[src/rtl/array_mult_pipe.sv]
// array_mult_pipe
// Pipelined carry-save array multiplier producing the full 2N-bit product of
// two N-bit operands. Each reduction row adds one AND partial-product row to
// the running sum/carry vectors and retires one low product bit. Pipeline
// registers sit after every R rows; a final N-bit ripple adder forms the upper
// half of the product.
//
// Build option: define ARRAY_SIGNED_EN to let tc select Baugh-Wooley signed
// multiplication per operand pair. Without it tc is ignored (unsigned only).
//
// Ports
//   clk        rising-edge clock
//   reset      synchronous, active-high
//   in_valid   operand pair valid
//   in_ready   operands accepted this cycle when high (global advance)
//   tc         1 = two's-complement operands (ARRAY_SIGNED_EN only)
//   X, Y       multiplicand, multiplier (N bits)
//   out_valid  product valid
//   out_ready  consumer takes the product this cycle
//   Z          2N-bit product
module array_mult_pipe #(
   parameter int N = 8,
   parameter int R = 2
) (
   input  logic           clk,
   input  logic           reset,
   input  logic           in_valid,
   output logic           in_ready,
   input  logic           tc,
   input  logic [N-1:0]   X,
   input  logic [N-1:0]   Y,
   output logic           out_valid,
   input  logic           out_ready,
   output logic [2*N-1:0] Z
);

   localparam int S = (N + R - 1) / R;

   // sv/cv hold the running sum/carry at weights j..j+N-1 before row j;
   // lo collects the retired low product bits.
   typedef struct packed {
      logic [N-1:0] x;
      logic [N-1:0] y;
      logic         tc;
      logic [N-1:0] sv;
      logic [N-1:0] cv;
      logic [N-1:0] lo;
   } stage_t;

   // Apply the reduction rows belonging to pipeline stage stg.
   function automatic stage_t reduce(input stage_t d, input int stg);
      stage_t       r;
      logic [N-1:0] pp;
      logic [N-1:0] t;
      logic [N-1:0] co;
      int           first;
      int           last;
      r     = d;
      first = stg * R;
      last  = (stg + 1) * R;
      if (last > N) last = N;
      for (int j = 0; j < N; j++) begin
         if (j >= first && j < last) begin
            pp = r.x & {N{r.y[j]}};
`ifdef ARRAY_SIGNED_EN
            if (r.tc) begin
               if (j < N - 1) pp[N-1] = ~pp[N-1];
               else           pp[N-2:0] = ~pp[N-2:0];
            end
`endif
            t  = r.sv ^ r.cv ^ pp;
            co = (r.sv & r.cv) | (r.sv & pp) | (r.cv & pp);
            r.lo[j] = t[0];
            r.sv    = {1'b0, t[N-1:1]};
`ifdef ARRAY_SIGNED_EN
            // The vacated top sum bit after row 0 sits at weight N, after
            // the last row at weight 2N-1: exactly where the Baugh-Wooley
            // constants go, so they cost no extra adder.
            if (r.tc && (j == 0 || j == N - 1)) r.sv[N-1] = 1'b1;
`endif
            r.cv = co;
         end
      end
      return r;
   endfunction

   function automatic logic [N-1:0] cpa(input logic [N-1:0] a, input logic [N-1:0] b);
      logic [N-1:0] s;
      logic         c;
      c = 1'b0;
      for (int i = 0; i < N; i++) begin
         s[i] = a[i] ^ b[i] ^ c;
         c    = (a[i] & b[i]) | (c & (a[i] ^ b[i]));
      end
      return s;
   endfunction

   stage_t         in_st;
   stage_t         nxt  [S];
   stage_t         bank [S];
   logic   [S-1:0] vld;
   logic           adv;

   assign adv      = !(out_valid && !out_ready);
   assign in_ready = adv;

`ifndef ARRAY_SIGNED_EN
   logic unused_tc;
   assign unused_tc = tc;
`endif

   always_comb begin
      in_st.x  = X;
      in_st.y  = Y;
`ifdef ARRAY_SIGNED_EN
      in_st.tc = tc;
`else
      in_st.tc = 1'b0;
`endif
      in_st.sv = '0;
      in_st.cv = '0;
      in_st.lo = '0;
   end

   always_comb begin
      nxt[0] = reduce(in_st, 0);
      for (int s = 1; s < S; s++) nxt[s] = reduce(bank[s-1], s);
   end

   // Data registers carry no reset; only valid bits and Z are cleared.
   always_ff @(posedge clk) begin
      if (adv) begin
         for (int s = 0; s < S; s++) bank[s] <= nxt[s];
      end
   end

   always_ff @(posedge clk) begin
      if (reset) begin
         vld       <= '0;
         out_valid <= 1'b0;
         Z         <= '0;
      end else if (adv) begin
         vld[0] <= in_valid;
         for (int s = 1; s < S; s++) vld[s] <= vld[s-1];
         out_valid <= vld[S-1];
         if (vld[S-1]) Z <= {cpa(bank[S-1].sv, bank[S-1].cv), bank[S-1].lo};
      end
   end

endmodule

[config.mk]
export PLATFORM = sky130hd
export DESIGN_NAME = array_mult_pipe
export DESIGN_NICKNAME = d
export VERILOG_FILES = /design/src/rtl/array_mult_pipe.sv
export SDC_FILE = /design/constraint.sdc
export NUM_CORES = 1
export LEC_CHECK = 0
export CORE_ASPECT_RATIO = 2
export CORE_MARGIN = 2
export CORE_UTILIZATION = 63
export DETAILED_ROUTE_END_ITERATION = 8
export HOLD_SLACK_MARGIN = 0.15
export PLACE_DENSITY = 0.88
export SLEW_MARGIN = 20
export SYNTH_ARGS = -nofsm -noshare
export SYNTH_HDL_FRONTEND = slang
export SYNTH_SLANG_ARGS = --single-unit
[constraint.sdc]
create_clock -name clk -period 7.15 [get_ports clk]
set_clock_uncertainty 0.15 [all_clocks]
set_input_delay 0.715 -clock clk [delete_from_list [all_inputs] [get_ports clk]]
set_output_delay 0.715 -clock clk [all_outputs]
set_load 0.01 [all_outputs]
==> impl_metrics.ini, run 1 <==
[route]
drtIter0Drc = 142
drt-total-wl_um = 8910
drc = 0
num_vias = 2816
detail-route-antenna-nets = 0
drt-pass1-iter-count = 4
post_drt_wl_per_cell_um = 17.5
viasPerCell = 5.53

[grt]
grt_max_degree = 76
grt_usage = 0.204
grt_pass1_wl_um = 14400
overflow = 0
antenna_found_initial = 0
first_global_vias = 3132

[worst_setup_path]
cpMaxStageDelayCell = fa_1
timing.rr.end = Z[14]
reg2reg_from = bank[3][8]
worst_r2r_path_depth = 10
cp.required_ps = 7320
cpPeakStageDelay_ps = 410
cp.arrival_ps = 3950
crit_path_frequent_cell = fa_1
path_cells = ha_1, fa_1, fa_1, fa_1, fa_1, fa_1, inv_1, fa_1, or3_1, a21oi_1
start_kind = register
path_class = register to register
crit_path_end_kind = register
cp_max_fo = 1
critPathTopFamily = adder cells
crit_buf_inv = 1
rrSetupSlack_ps = 3360

[worst_hold_path]
holdPathEnd = bank[2][2]
hold_class = register to register
min-delay-start = bank[1][2]
whs_path_depth = 0

[finish]
antennaDiodeCount = 0
most-common-layout-cells = edfxtp_1, and2_1, fa_1, clkdlybuf4s50_1, clkbuf_16
fillCellCount = 468
mostFrequentLayoutCell = edfxtp_1
drive_gt1_frac = 0.0860
area_delta_synth_final_pct = 19.7
regArea_sq_um = 3780
multi_input_area_sq_um = 1750
nets = 471

[timing]
fin_crit_sh = 0.530
max_freq_ghz = 0.264
hold_violations = 0
fin_tns_setup_ps = 0
slew_headroom = 0.402
setup_viol = 0
rsz0062_at_grt = false
slew_violations = 0
fin_crit_ps = 3790
worstMarginPinSlew_ps = 896

[floorplanning]
start_util = 0.636
fp.dieW_um = 71.0
ios = 39
core_area_sq_um = 8890
die_area_sq_um = 9800
die_h_um = 138
rows = 49

[clock_tree]
cts_hold_buf = 0
cts_root_buf = clkbuf_16
clk-insertion-delay-late_ps = 400
clock_path_buffers = 2
h-tree-depth = 4
cts_resized = 0
post_cts.repair.setup_buffers = 0
clkSlewWorstSetupHoldPaths_ps = 50
cts_tree = built
cts_buffers = 17
clock_sinks = 133

[yosys]
yosys.area.top_type = edfxtp_1
yosysTopAreaCellShare = 0.594
synth_area_sq_um = 5660
yosys.cell_types.count = 20
synth_seq_area_share = 0.669
yosys_warnings = 0
syn_nets = 422
syn_area_per_cell_sq_um = 16.4
ys_seq_elements = 133
synth_area_leaders = edfxtp_1, fa_1, dfxtp_1
synthCells = 345

[power_and_ir_drop]
powerDensity_nw_per_um2 = 326
peakVddDrop_mv = 0.234
p_total_w = 0.00221
leakage_nw = 2.66

[job]
maxCapViolCount = 0

[placed_design]
dp_hpwl_um = 5610
place_congestion = 0.779
port_buffers = 37

[status]
status = complete, no violations
## state kept, by name, indices dropped and copies added, names as in the netlist
signal     count
Z             16
bank         112
out_valid      1
vld            4
## routing by layer
metal	up-vias	routed length (um)	GRT usage
met3	21	343	0.0663
met1	1419	2770	0.181
met4	0	283	0.104
met2	82	5520	0.385
met5	-	0	0
li1	1294	-	-
## report_power, final
part	switching, W	internal [W]
registers	0.0000663	0.000999
logic	0.000124	0.000124
clock network	0.000306	0.000589
## synth_stat cells, drive strengths merged
cell / count
dfxtp: 21
nor2b: 1
or3: 1
nor2: 1
nand2: 17
fa: 48
ha: 8
or4: 1
clkbuf: 3
nand3: 14
buf: 6
o21ai: 16
inv: 20
edfxtp: 112
nand2b: 1
and2: 55
a21oi: 20
## how the worst max path moves through the flow
stage,from,to,slack [ps],depth (start not counted)
after floorplan,bank[3][8],Z[14],3590,10
after global placement,bank[3][8],Z[14],3480,10
after detailed placement,bank[3][8],Z[14],3390,10
after CTS,bank[3][8],Z[14],3330,10
after global routing,bank[3][8],Z[14],3210,10
final,bank[3][8],Z[14],3360,10
## final cells by class
type                    count  area share
clock buffers              26      0.0896
clock inverters             6     0.00628
inverters                  20      0.0118
multi-input cells         183       0.258
flip-flops and latches    133       0.558
well taps                 102      0.0188
repair buffers             39      0.0569
## per-stage QoR
stage | std cells | instance area [sq um] | setup WS [ps] | hold WS [ps] | util
global placement | 477 | 6130 | 3480 | 250 | 0.689
CTS | 509 | 6780 | 3330 | 267 | 0.762
finish | 509 | 6780 | 3360 | 267 | 0.762
floorplan | 345 | 5660 | 3590 | 250 | -
detailed placement | 477 | 6130 | 3390 | 255 | 0.689
global route | 509 | 6780 | 3210 | 274 | 0.762
## logic make-up (layout without fill, tap and decap cells)
logic type / after synthesis / in the layout / synth area share
buf+inv: 29 / 91 / 0.0221
simple gates: 91 / 91 / 0.0898
flops: 133 / 133 / 0.669
fa+ha+maj: 56 / 56 / 0.188
compound gates: 36 / 36 / 0.0318
Power figures use the tool's default switching activity.
==> run 2, diff against run 1 <==
Settings changed: CORE_UTILIZATION 63 to 53, PLACE_DENSITY 0.88 to 0.8.
Clock period 7.15 ns to 3.2 ns, I/O delays scaled along.
==> run 2 against run 1 <==
  * The flow now finishes with violations (setup timing)
  * Count of clock-buffer cells in the layout fell by 3
  * Total power increased by 110%
  * Worst hold slack worse by 1.0 ps
  * First-iteration DRC count fell by 15%
  * Combinational power up 110%
  * Final cell count increased by 6.9%
  * Worst setup slack lost 3600 ps
  * Register-to-register slack lost 3600 ps
  * Sequential power increased by 120%
  * Critical endpoint unchanged
  * Largest power group unchanged
==> impl_metrics.ini, run 2 (same netlist as run 1, synthesis figures left out) <==
[clock_tree]
clock_sinks = 133
post_cts.repair.setup_buffers = 0
clk-insertion-delay-late_ps = 410
cts_tree = built
clkSlewWorstSetupHoldPaths_ps = 60
cts_buffers = 17
cts_root_buf = clkbuf_16
h-tree-depth = 4
clock_path_buffers = 2

[finish]
largest_register = bank
reg_top3 = bank: 112 flops, Z: 16 flops, vld: 4 flops
final_core_util = 0.647
antennaDiodeCount = 0
drive_gt1_frac = 0.103
largest_reg_flops = 112
area_delta_synth_final_pct = 19.9
most-common-layout-cells = edfxtp_1, and2_1, fa_1, clkdlybuf4s50_1, dfxtp_1
mostFrequentLayoutCell = edfxtp_1
nets = 471
fillCellCount = 788

[worst_setup_path]
cp.arrival_ps = 3640
cp.required_ps = 3370
cp_max_fo = 1
path_class = register to register
start_kind = register
crit_path_end_kind = register

[placed_design]
dp_hpwl_um = 5450
place_congestion = 0.694
dp_worst_setup_slack_ps = -356
port_buffers = 37

[route]
viasPerCell = 5.08
num_vias = 2762
detail-route-antenna-nets = 0
drt-total-wl_um = 8090
drtIter0Drc = 121
drc = 0
drt-pass1-iter-count = 4
post_drt_wl_per_cell_um = 14.9

[timing]
max_freq_ghz = 0.289
worstMarginPinSlew_ps = 792
fin_crit_sh = 1.08
setup_viol = 1
hold_violations = 0
fin_crit_ps = 3470
fin_tns_setup_ps = -265
rsz0062_at_grt = true
slew_headroom = 0.470
fin_ws_ps = -265
slew_violations = 0

[floorplanning]
die_area_sq_um = 11600
start_util = 0.540
rows = 53
core_area_sq_um = 10500
fp.dieW_um = 77.1
die_h_um = 150
ios = 39

[grt]
grt_usage = 0.156
grt_max_degree = 132
grt_pass1_wl_um = 13500
antenna_found_initial = 0
overflow = 0
first_global_vias = 2976

[power_and_ir_drop]
powerDensity_nw_per_um2 = 699
p_total_w = 0.00474
peakVddDrop_mv = 0.498
leakage_nw = 2.63

[status]
violations = setup timing
status = finished, violations left

[job]
maxCapViolCount = 0

[worst_hold_path]
hold_class = register to register
## run 2: layer usage
metal / up-vias / share of wire / track usage
met5: - / 0 / 0
met4: 0 / 0.015 / 0.0688
met3: 9 / 0.035 / 0.0546
met2: 56 / 0.61 / 0.300
met1: 1401 / 0.34 / 0.145
li1: 1296 / - / -
## run 2: worst max-delay path: stages, from the launching register on
cell	delay (ps)
edfxtp_1	380
ha_2	200
fa_2	340
fa_2	350
fa_2	370
fa_2	350
fa_2	340
inv_2	60
fa_1	390
or3_1	330
a21oi_2	110
## run 2: final timing paths
kind | start | to | slack [ps] | depth (start not counted)
worst min-delay path | bank[0][29] | bank[1][29] | 270 | 0
worst min register to register | bank[0][29] | bank[1][29] | 270 | 0
worst max register to register | bank[3][8] | Z[14] | -270 | 10
worst max-delay path | bank[3][8] | Z[14] | -270 | 10
## run 2: through the flow
stage / hold WS (ps) / area, sq um / std cells
after CTS: 268 / 6780 / 544
after global placement: 252 / 6190 / 512
final: 266 / 6780 / 544
after detailed placement: 255 / 6190 / 512
after floorplan: 250 / 5670 / 345
after global routing: 271 / 6780 / 544
## run 2: where the power goes
| part | total (W) | internal (W) | switching (W) | leakage (nW) |
|---|---|---|---|---|
| clock network | 0.00185 | 0.00115 | 0.000699 | 0.294 |
| registers | 0.00237 | 0.00223 | 0.000138 | 1.41 |
| logic | 0.000522 | 0.000273 | 0.000249 | 0.926 |
## run 2: final cells by class
cell class / count / area, sq um / area share
sequential: 133 / 3780 / 0.558
multi-input combinational: 183 / 1770 / 0.261
clock buffer: 23 / 522 / 0.0769
timing repair buffer: 39 / 398 / 0.0587
tap: 137 / 171 / 0.0253
inverter: 20 / 80.1 / 0.0118
clock inverter: 9 / 60.1 / 0.00885
## run 2: repair_timing
action / CTS / global route
gates resized for setup: 2 / 1
hold buffers: 0 / 0
pin swaps: 0 / 2
endpoints found under the setup margin: 1 / 1
==> run 3, diff against run 2 <==
Settings changed: RECOVER_POWER set to 25.
==> run 3 against run 2 <==
  * Final cell count stayed put
  * Total power decreased by 0.15%
  * Die area did not move
  * Maximum frequency about the same
  * Via count decreased by 0.43%
  * Flip-flop and latch count did not move
  * Largest cell class unchanged
  * Wire length is 0.14% lower
  * The run still ends with setup timing left
  * First-iteration DRC count fell by 4.1%
  * Combinational power fell by 1%
  * Global-route usage unchanged
  * Largest power group unchanged
  * Count of clock-buffer cells in the layout unchanged
  * Sequential share of layout area unchanged
==> impl_metrics.ini, run 3 (same netlist as run 1, synthesis figures left out) <==
[placed_design]
place_congestion = 0.694
port_buffers = 37
placed_cell_area_sq_um = 6190
dp_hpwl_um = 5450
dp_worst_setup_slack_ps = -356

[timing]
worstMarginPinSlew_ps = 801
fin_crit_sh = 1.08
fin_ws_ps = -264
slew_headroom = 0.464
rsz0062_at_grt = true
fin_tns_setup_ps = -264
fin_crit_ps = 3460
max_freq_ghz = 0.289
slew_violations = 0
setup_viol = 1
hold_violations = 0

[clock_tree]
clock_path_buffers = 2
cts_hold_buf = 0
clkSlewWorstSetupHoldPaths_ps = 60
clk-insertion-delay-late_ps = 410
cts_buffers = 17
post_cts.repair.setup_buffers = 0
h-tree-depth = 4
cts_root_buf = clkbuf_16
cts_tree = built
clock_sinks = 133

[route]
detail-route-antenna-nets = 0
drc = 0
viasPerCell = 5.06
post_drt_wl_per_cell_um = 14.8
drt-total-wl_um = 8080
wl_met2_um = 4960
drtIter0Drc = 116
num_vias = 2750
top_layer_used = met4
drt-pass1-iter-count = 4
m1WireLength_um = 2720
wl_met3_um = 277

[power_and_ir_drop]
seqPwrFrac = 0.500
internal_power_w = 0.00365
switching_power_w = 0.00108
powerDensity_nw_per_um2 = 698
peakVddDrop_mv = 0.498
clkPwrFrac = 0.390
combPwrFrac = 0.109
p_sw_frac = 0.229
leakage_nw = 2.62

[grt]
grt_pass1_wl_um = 13500
grt_max_degree = 132
grt_usage = 0.156
antenna_found_initial = 0
first_global_vias = 2976
overflow = 0

[floorplanning]
die_h_um = 150
fp.dieW_um = 77.1
die_area_sq_um = 11600
core_area_sq_um = 10500
ios = 39
start_util = 0.540
rows = 53

[worst_setup_path]
crit_path_end_kind = register
worst_r2r_path_depth = 10
cp_max_fo = 1
cp.depth = 10
path_cells = ha_2, fa_2, fa_2, fa_2, fa_2, fa_2, inv_2, fa_1, or3_1, a21oi_2
reg2reg_from = bank[3][8]
cpPeakStageDelay_ps = 390
rrSetupSlack_ps = -260
path_class = register to register
cpMaxStageDelayCell = fa_1
timing.rr.end = Z[14]
crit_path_frequent_cell = fa_2
cp.required_ps = 3370
crit_buf_inv = 1
critPathTopFamily = adder cells
start_kind = register
cp.arrival_ps = 3640

[status]
status = finished, violations left
violations = setup timing

[finish]
nets = 471
antennaDiodeCount = 0
area_delta_synth_final_pct = 19.9
drive_gt1_frac = 0.103
largest_reg_flops = 112
mostFrequentLayoutCell = edfxtp_1
largest_register = bank
reg_top3 = bank: 112 flops, Z: 16 flops, vld: 4 flops
post-route-cell-area_sq_um = 6780
most-common-layout-cells = edfxtp_1, and2_1, fa_1, dfxtp_1, clkdlybuf4s50_1

[worst_hold_path]
min-delay-start = bank[2][1]
holdPathEnd = bank[3][1]
whs_path_depth = 0
hold_class = register to register

[job]
maxCapViolCount = 0
-- run 3: cell type report --
| cell class | instances | area [sq um] |
|---|---|---|
| Clock inverter | 9 | 60.1 |
| Timing Repair Buffer | 39 | 398 |
| Multi-Input combinational cell | 183 | 1770 |
| Inverter | 20 | 80.1 |
| Sequential cell | 133 | 3780 |
| Fill cell | 788 | 3690 |
| Tap cell | 137 | 171 |
| Clock buffer | 23 | 522 |
-- run 3: power by group through the flow --
| stage | combinational [W] | sequential, W | clock, W |
|---|---|---|---|
| after detailed placement | 0.000530 | 0.00241 | 0 |
| after CTS | 0.000541 | 0.00238 | 0.00188 |
| final | 0.000517 | 0.00237 | 0.00185 |
| after global placement | 0.000466 | 0.00239 | 0 |
| after global routing | 0.000607 | 0.00240 | 0.00197 |
| after floorplan | 0.000346 | 0.00237 | 0 |
-- run 3: worst max-delay path by stage --
stage          startpoint  endpoint  slack, ps
6_report       bank[3][8]     Z[14]       -260
3_3_place_gp   bank[3][8]     Z[14]       -250
4_1_cts        bank[3][8]     Z[14]       -300
3_5_place_dp   bank[3][8]     Z[14]       -360
2_1_floorplan  bank[3][8]     Z[14]       -180
5_1_grt        bank[3][8]     Z[14]       -340
-- run 3: layer usage --
metal	GRT usage	vias to the layer above
met4	0.0688	0
met3	0.0546	9
met2	0.300	55
li1	-	1296
met1	0.145	1390
met5	0	-
-- run 3: through the flow --
| stage | total power (W) | std cells | utilization | hold WS (ps) |
|---|---|---|---|---|
| after CTS | 0.00480 | 544 | 0.647 | 268 |
| after floorplan | 0.00272 | 345 | - | 250 |
| after global routing | 0.00498 | 544 | 0.647 | 271 |
| final | 0.00473 | 544 | 0.647 | 267 |
| after global placement | 0.00285 | 512 | 0.591 | 252 |
| after detailed placement | 0.00294 | 512 | 0.591 | 255 |
-- run 3: repair_timing --
item / CTS / global route
resized for setup: 2 / 1
pin swaps: 0 / 2
endpoints found under the setup margin: 1 / 1
-- run 3: worst reg2reg max path, stage by stage (launching register included) --
cell and delay, ps:
edfxtp_1 380, ha_2 200, fa_2 340, fa_2 350
fa_2 370, fa_2 350, fa_2 340, inv_2 60
fa_1 390, or3_1 330, a21oi_2 110
